<file path="src/rtl/tlb_params.sv">
// Shared TLB types: operation codes, sequencer state, and the entry /
// search port structures used between CP0, the sequencer and the tlb core.
package tlb_params;

    localparam int VPN2_W    = 19;
    localparam int ASID_W    = 8;
    localparam int PFN_W     = 20;
    localparam int IDX_W_MAX = 8;

    typedef enum logic [1:0] {
        TLBP  = 2'd0,
        TLBR  = 2'd1,
        TLBWI = 2'd2,
        TLBWR = 2'd3
    } tlb_op_t;

    typedef enum logic [1:0] {
        SEQ_IDLE = 2'd0,
        SEQ_EXEC = 2'd1,
        SEQ_RESP = 2'd2
    } tlb_seq_state_t;

    // EntryHi / EntryLo0 / EntryLo1 contents as one TLB entry
    typedef struct packed {
        logic [VPN2_W-1:0] vpn2;
        logic [ASID_W-1:0] asid;
        logic [PFN_W-1:0]  pfn0;
        logic [2:0]        c0;
        logic              d0;
        logic              v0;
        logic [PFN_W-1:0]  pfn1;
        logic [2:0]        c1;
        logic              d1;
        logic              v1;
        logic              g;
    } tlb_request_t;

    typedef struct packed {
        logic [VPN2_W-1:0] vpn2;
        logic              odd_page;
        logic [ASID_W-1:0] asid;
    } search_request_t;

    typedef struct packed {
        logic                 found;
        logic [IDX_W_MAX-1:0] index;
    } search_result_t;

endpackage

</file>
<file path="src/rtl/tlb_random_counter.sv">
// CP0 Random register with Wired handling. Only built when
// TLB_WRITE_RANDOM_EN is defined; otherwise the sequencer ties Random to 0.
`ifdef TLB_WRITE_RANDOM_EN
module tlb_random_counter #(
    parameter int  TLB_NUM = 16,
    localparam int IW      = $clog2(TLB_NUM)
) (
    input  logic          clock,
    input  logic          reset_n,
    input  logic [IW-1:0] cp0_wired,
    input  logic          wired_written,
    output logic [IW-1:0] random
);

    localparam logic [IW-1:0] TOP = IW'(TLB_NUM - 1);

    // Count down toward Wired, reloading to the top on wrap, on a Wired
    // write, or when Wired leaves no random range at all.
    always_ff @(posedge clock or negedge reset_n) begin
        if (!reset_n)
            random <= TOP;
        else if (wired_written || cp0_wired >= TOP || random <= cp0_wired)
            random <= TOP;
        else
            random <= random - 1'b1;
    end

endmodule
`endif

</file>
<file path="src/rtl/tlb_op_sequencer.sv">
// Three-state sequencer running TLBP/TLBR/TLBWI/TLBWR against the tlb core.
// Optional feature macro: TLB_WRITE_RANDOM_EN (Random register and TLBWR
// targeting Random); when undefined TLBWR behaves as TLBWI.
module tlb_op_sequencer
    import tlb_params::*;
#(
    parameter int  TLB_NUM = 16,
    localparam int IW      = $clog2(TLB_NUM)
) (
    input  logic            clock,
    input  logic            reset_n,
    input  logic            op_valid,
    output logic            op_ready,
    input  tlb_op_t         op_code,
    input  tlb_request_t    cp0_entry,
    input  logic [IW-1:0]   cp0_index,
    input  logic [IW-1:0]   cp0_wired,
    input  logic            wired_written,
    output logic            done_valid,
    output logic            index_we,
    output logic [IW:0]     index_wdata,
    output logic            entry_we,
    output tlb_request_t    entry_wdata,
    output logic [IW-1:0]   random,
    output search_request_t tlb_search_request,
    input  search_result_t  tlb_search_result,
    output logic            tlb_write_enabled,
    output logic [IW-1:0]   tlb_write_index,
    output tlb_request_t    tlb_write_data,
    output logic [IW-1:0]   tlb_read_index,
    input  tlb_request_t    tlb_read_data
);

    tlb_seq_state_t state;
    tlb_op_t        op_q;
    tlb_request_t   entry_q;
    logic [IW-1:0]  index_q;
    logic [IW-1:0]  target_q;
    logic [IW-1:0]  wr_target;
    logic [IW:0]    pidx_q;
    tlb_request_t   rd_q;
    logic           accept;

    assign accept = (state == SEQ_IDLE) && op_valid;

`ifdef TLB_WRITE_RANDOM_EN
    tlb_random_counter #(.TLB_NUM(TLB_NUM)) u_random (
        .clock        (clock),
        .reset_n      (reset_n),
        .cp0_wired    (cp0_wired),
        .wired_written(wired_written),
        .random       (random)
    );
    assign wr_target = (op_code == TLBWR) ? random : cp0_index;
`else
    logic unused_random_inputs;
    assign unused_random_inputs = ^{cp0_wired, wired_written};
    assign random    = '0;
    assign wr_target = cp0_index;
`endif

    // Only the low IW bits of the hit index are meaningful here
    logic unused_search_bits;
    assign unused_search_bits = ^tlb_search_result.index;

    // Fixed IDLE -> EXEC -> RESP walk; no back-pressure on the result side
    always_ff @(posedge clock or negedge reset_n) begin
        if (!reset_n) begin
            state <= SEQ_IDLE;
        end else begin
            case (state)
                SEQ_IDLE: if (op_valid) state <= SEQ_EXEC;
                SEQ_EXEC: state <= SEQ_RESP;
                default:  state <= SEQ_IDLE;
            endcase
        end
    end

    // Latch the request so EXEC sees stable operands regardless of CP0
    always_ff @(posedge clock or negedge reset_n) begin
        if (!reset_n) begin
            op_q     <= TLBP;
            entry_q  <= '0;
            index_q  <= '0;
            target_q <= '0;
        end else if (accept) begin
            op_q     <= op_code;
            entry_q  <= cp0_entry;
            index_q  <= cp0_index;
            target_q <= wr_target;
        end
    end

    // Capture search / read results at the end of EXEC for the RESP write-back
    always_ff @(posedge clock or negedge reset_n) begin
        if (!reset_n) begin
            pidx_q <= '0;
            rd_q   <= '0;
        end else if (state == SEQ_EXEC) begin
            if (op_q == TLBP)
                pidx_q <= tlb_search_result.found
                          ? {1'b0, tlb_search_result.index[IW-1:0]}
                          : {1'b1, {IW{1'b0}}};
            if (op_q == TLBR)
                rd_q <= tlb_read_data;
        end
    end

    assign op_ready    = (state == SEQ_IDLE);
    assign done_valid  = (state == SEQ_RESP);
    assign index_we    = (state == SEQ_RESP) && (op_q == TLBP);
    assign entry_we    = (state == SEQ_RESP) && (op_q == TLBR);
    assign index_wdata = pidx_q;
    assign entry_wdata = rd_q;

    assign tlb_write_enabled  = (state == SEQ_EXEC) && (op_q == TLBWI || op_q == TLBWR);
    assign tlb_write_index    = target_q;
    assign tlb_write_data     = entry_q;
    assign tlb_read_index     = index_q;
    assign tlb_search_request = '{vpn2: entry_q.vpn2, odd_page: 1'b0, asid: entry_q.asid};

endmodule

</file>
<file path="config.mk">
export PLATFORM = sky130hd
export DESIGN_NAME = tlb_op_sequencer
export DESIGN_NICKNAME = d
export VERILOG_FILES = /design/src/rtl/tlb_params.sv /design/src/rtl/tlb_random_counter.sv /design/src/rtl/tlb_op_sequencer.sv
export SDC_FILE = /design/constraint.sdc
export NUM_CORES = 1
export LEC_CHECK = 0
export CORE_AREA = 2 2 148 150
export CTS_CLUSTER_DIAMETER = 200
export CTS_CLUSTER_SIZE = 16
export DETAILED_ROUTE_END_ITERATION = 10
export DIE_AREA = 0 0 150 152
export PLACE_DENSITY_LB_ADDON = 0.12
export SYNTH_ARGS = -nofsm -noshare
export SYNTH_HDL_FRONTEND = slang
export SYNTH_SLANG_ARGS = --single-unit
</file>
<file path="constraint.sdc">
create_clock -name clock -period 2.3 [get_ports clock]
set_input_delay 0.46 -clock clock [delete_from_list [all_inputs] [get_ports clock]]
set_output_delay 0.46 -clock clock [all_outputs]
set_load 0.03 [all_outputs]
</file>
==> flow_summary.ini, run 1 <==
[run_status]
status = finished, final reports clean

[critical_path]
slowest_stage = dfrtp_1
crit_path_end_kind = output port
cp_cell_sequence = nor2b_1 > and3b_1 > clkdlybuf4s15_1
slowest_delay_ns = 0.45
cp_max_fo = 6
worstPathArrival_ns = 1.70
worstPathRequired_ns = 1.84
start_kind = register
path_class = register to output port

[placement]
dp.cells = 1018
gp_congestion = 0.723
dp_slack_ns = 0.202
portBuffers = 370
hpwl_um = 14200
dpl-instance-area_um2 = 10500

[layout]
final_util_pct = 52.3
layout.filler_cells = 1816
fin_nets = 937
drive_gt1_share_pct = 26.8
area_growth_syn_to_layout_pct = 66.2
final_area_um2 = 11200
layoutNonFillerInstCount = 1051

[cts]
root_buffer = clkbuf_16
cts_tree = yes
clkSlewWorstSetupHoldPaths_ns = 0.06
cts_num_sinks = 169
cts_buffers = 17
post_cts_buffers = 0
htree_levels = 4
cts_buffer_depth = 2
clk_latency_ns = 0.41

[power]
cellLeakagePower_nw = 4.60
powerDensity_nw_per_um2 = 1330
vdd_drop_max_mv = 0.587

[synthesis]
yosysSeqAreaShare_pct = 63.0
syn_area_um2 = 6720
synthCells = 409
syn_avg_cell_area_um2 = 16.4
yosysWarnings = 0
synth_cell_types = 19
ys_seq_elements = 169

[floorplanning]
start_util_pct = 31.5
die_width_um = 150
die_y_um = 152
ioPinCount = 385
coreArea_um2 = 21400
dieArea_um2 = 22800
num_rows = 54

[sta]
slew_viol_final = 0
hold_viol = 0
period_minus_slack_ns = 2.16
slew_headroom_pct = 65.5
setup_viol = 0
setup_slack_ns = 0.144
fin_setup_tns_ns = 0
rsz0062_at_grt = false
fin_skew_ns = 0.00789
fmax_mhz = 464
fin_crit_sh_pct = 93.7
tightest_slew_ns = 0.517

[routing]
viasPerCell = 4.34
drtAntennaViolNets = 0
detail_route.first_pass.iterations = 4
dr.first_iter.drc_count = 121
dr_total_vias = 4565
wl_per_cell_um = 17.7
totalWireLength_um = 18600
drcViolationCount = 0

[hold_path]
min_path_type = register to register

[global_routing]
grt_pass1_wl_um = 28800
overflow = 0
grt_use_total_pct = 16.6
antenna_found_initial = 2
grt_max_degree = 59
grt_pass1_vias = 4982

[job]
max_cap_viol_count = 0
## routing by layer
layer,vias up,GRT usage [%],wire [um]
met1,2257,17.8,6810
met5,-,0,10
met4,2,6.51,441
met2,208,29.6,9850
li1,2071,-,-
met3,27,5.74,1520
## synth_stat cells
cell | instances | area (um2)
nor3b_1 | 1 | 7.51
and3b_1 | 1 | 8.76
buf_4 | 46 | 345
nor2_1 | 1 | 3.75
nor4bb_1 | 1 | 10.0
mux2i_1 | 5 | 50.1
buf_2 | 5 | 25.0
conb_1 | 1 | 3.75
and2_1 | 1 | 6.26
buf_8 | 1 | 15.0
nor4b_2 | 1 | 15.0
mux2_4 | 20 | 300
dfrtp_1 | 169 | 4230
nand2_1 | 4 | 15.0
inv_1 | 5 | 18.8
buf_12 | 2 | 40.0
nor3b_2 | 1 | 12.5
nor2b_1 | 2 | 12.5
mux2_2 | 142 | 1600
## logic make-up after synthesis
logic type	share of synthesized area (%)
mux	29.0
buf+inv	6.61
simple gates	1.36
flops	63.0
other cells	0.0558
## flip-flops by register name, summed over array words and instances (netlist names)
name	count
tlb_write_data	51
index_wdata	5
tlb_write_index	4
state	2
tlb_search_request	27
op_q	2
entry_wdata	78
## placed cells by master (no fill, tap or decap), types with 2 or more instances in the layout
master,count
inv_1,5
clkbuf_16,17
nor2b_1,2
nand2_1,4
mux2_2,142
dlygate4sd2_1,2
buf_4,3
clkinv_4,2
bufinv_16,3
mux2i_1,5
buf_12,7
inv_6,3
mux2_4,20
dfrtp_1,169
conb_1,5
clkbuf_8,2
clkdlybuf4s50_1,364
clkinvlp_4,2
## through the flow
step	hold slack, ns	power, W
floorplan	0.164	0.00883
global placement	0.443	0.0119
detailed placement	0.456	0.0120
CTS	0.509	0.0151
global route	0.517	0.0156
finish	0.506	0.0149
## critical path: cells and delay by family, from the launching register on
family | cells | cell delay (ns)
and+or+nand+nor | 2 | 0.40
buffers and inverters | 1 | 0.43
DFF | 1 | 0.45
## timing repair
action,in CTS,in global routing
gates cloned,0,0
endpoints found under the setup margin,3,2
endpoints found under the hold margin,7,0
resized for setup,3,2
hold buffers,1,0
## final timing paths
path | startpoint | cells past startpoint | slack, ns | end
setup / recovery | state[0] | 3 | 0.14 | entry_we
hold / removal | entry_wdata[52] | 1 | 0.51 | entry_wdata[52]
setup reg to reg | state[1] | 4 | 0.51 | entry_wdata[36]
hold reg to reg | entry_wdata[52] | 1 | 0.51 | entry_wdata[52]
max in group asynchronous | reset_n | 3 | 1.07 | tlb_search_request[4]
min in group asynchronous | reset_n | 2 | 0.54 | tlb_write_data[26]
## power by group
group          switching, W  leakage [nW]  total (W)  internal, W
registers          0.000618          2.01    0.00471      0.00410
clock network       0.00121         0.296    0.00299      0.00178
logic               0.00380          2.30    0.00717      0.00337
## layout make-up
type	instances	area, um2	share of cell area [%]
Clock buffer	20	457	4.09
Multi-Input combinational cell	185	2080	18.6
Clock inverter	11	160	1.43
Antenna cell	1	2.50	0.0224
Tap cell	280	350	3.14
Sequential cell	169	4230	37.9
Inverter	5	18.8	0.168
Timing Repair Buffer	380	3870	34.6
Power figures use the tool's default switching activity.
==> inputs of run 2 (changes only) <==
--- a/config.mk
+++ b/config.mk
@@ -11,6 +11,7 @@
 export DETAILED_ROUTE_END_ITERATION = 10
 export DIE_AREA = 0 0 150 152
 export PLACE_DENSITY_LB_ADDON = 0.12
+export SLEW_MARGIN = 30
 export SYNTH_ARGS = -nofsm -noshare
 export SYNTH_HDL_FRONTEND = slang
 export SYNTH_SLANG_ARGS = --single-unit
==> results of run 2 <==
No change in the layout: final DEF, timing and power equal those of run 1.
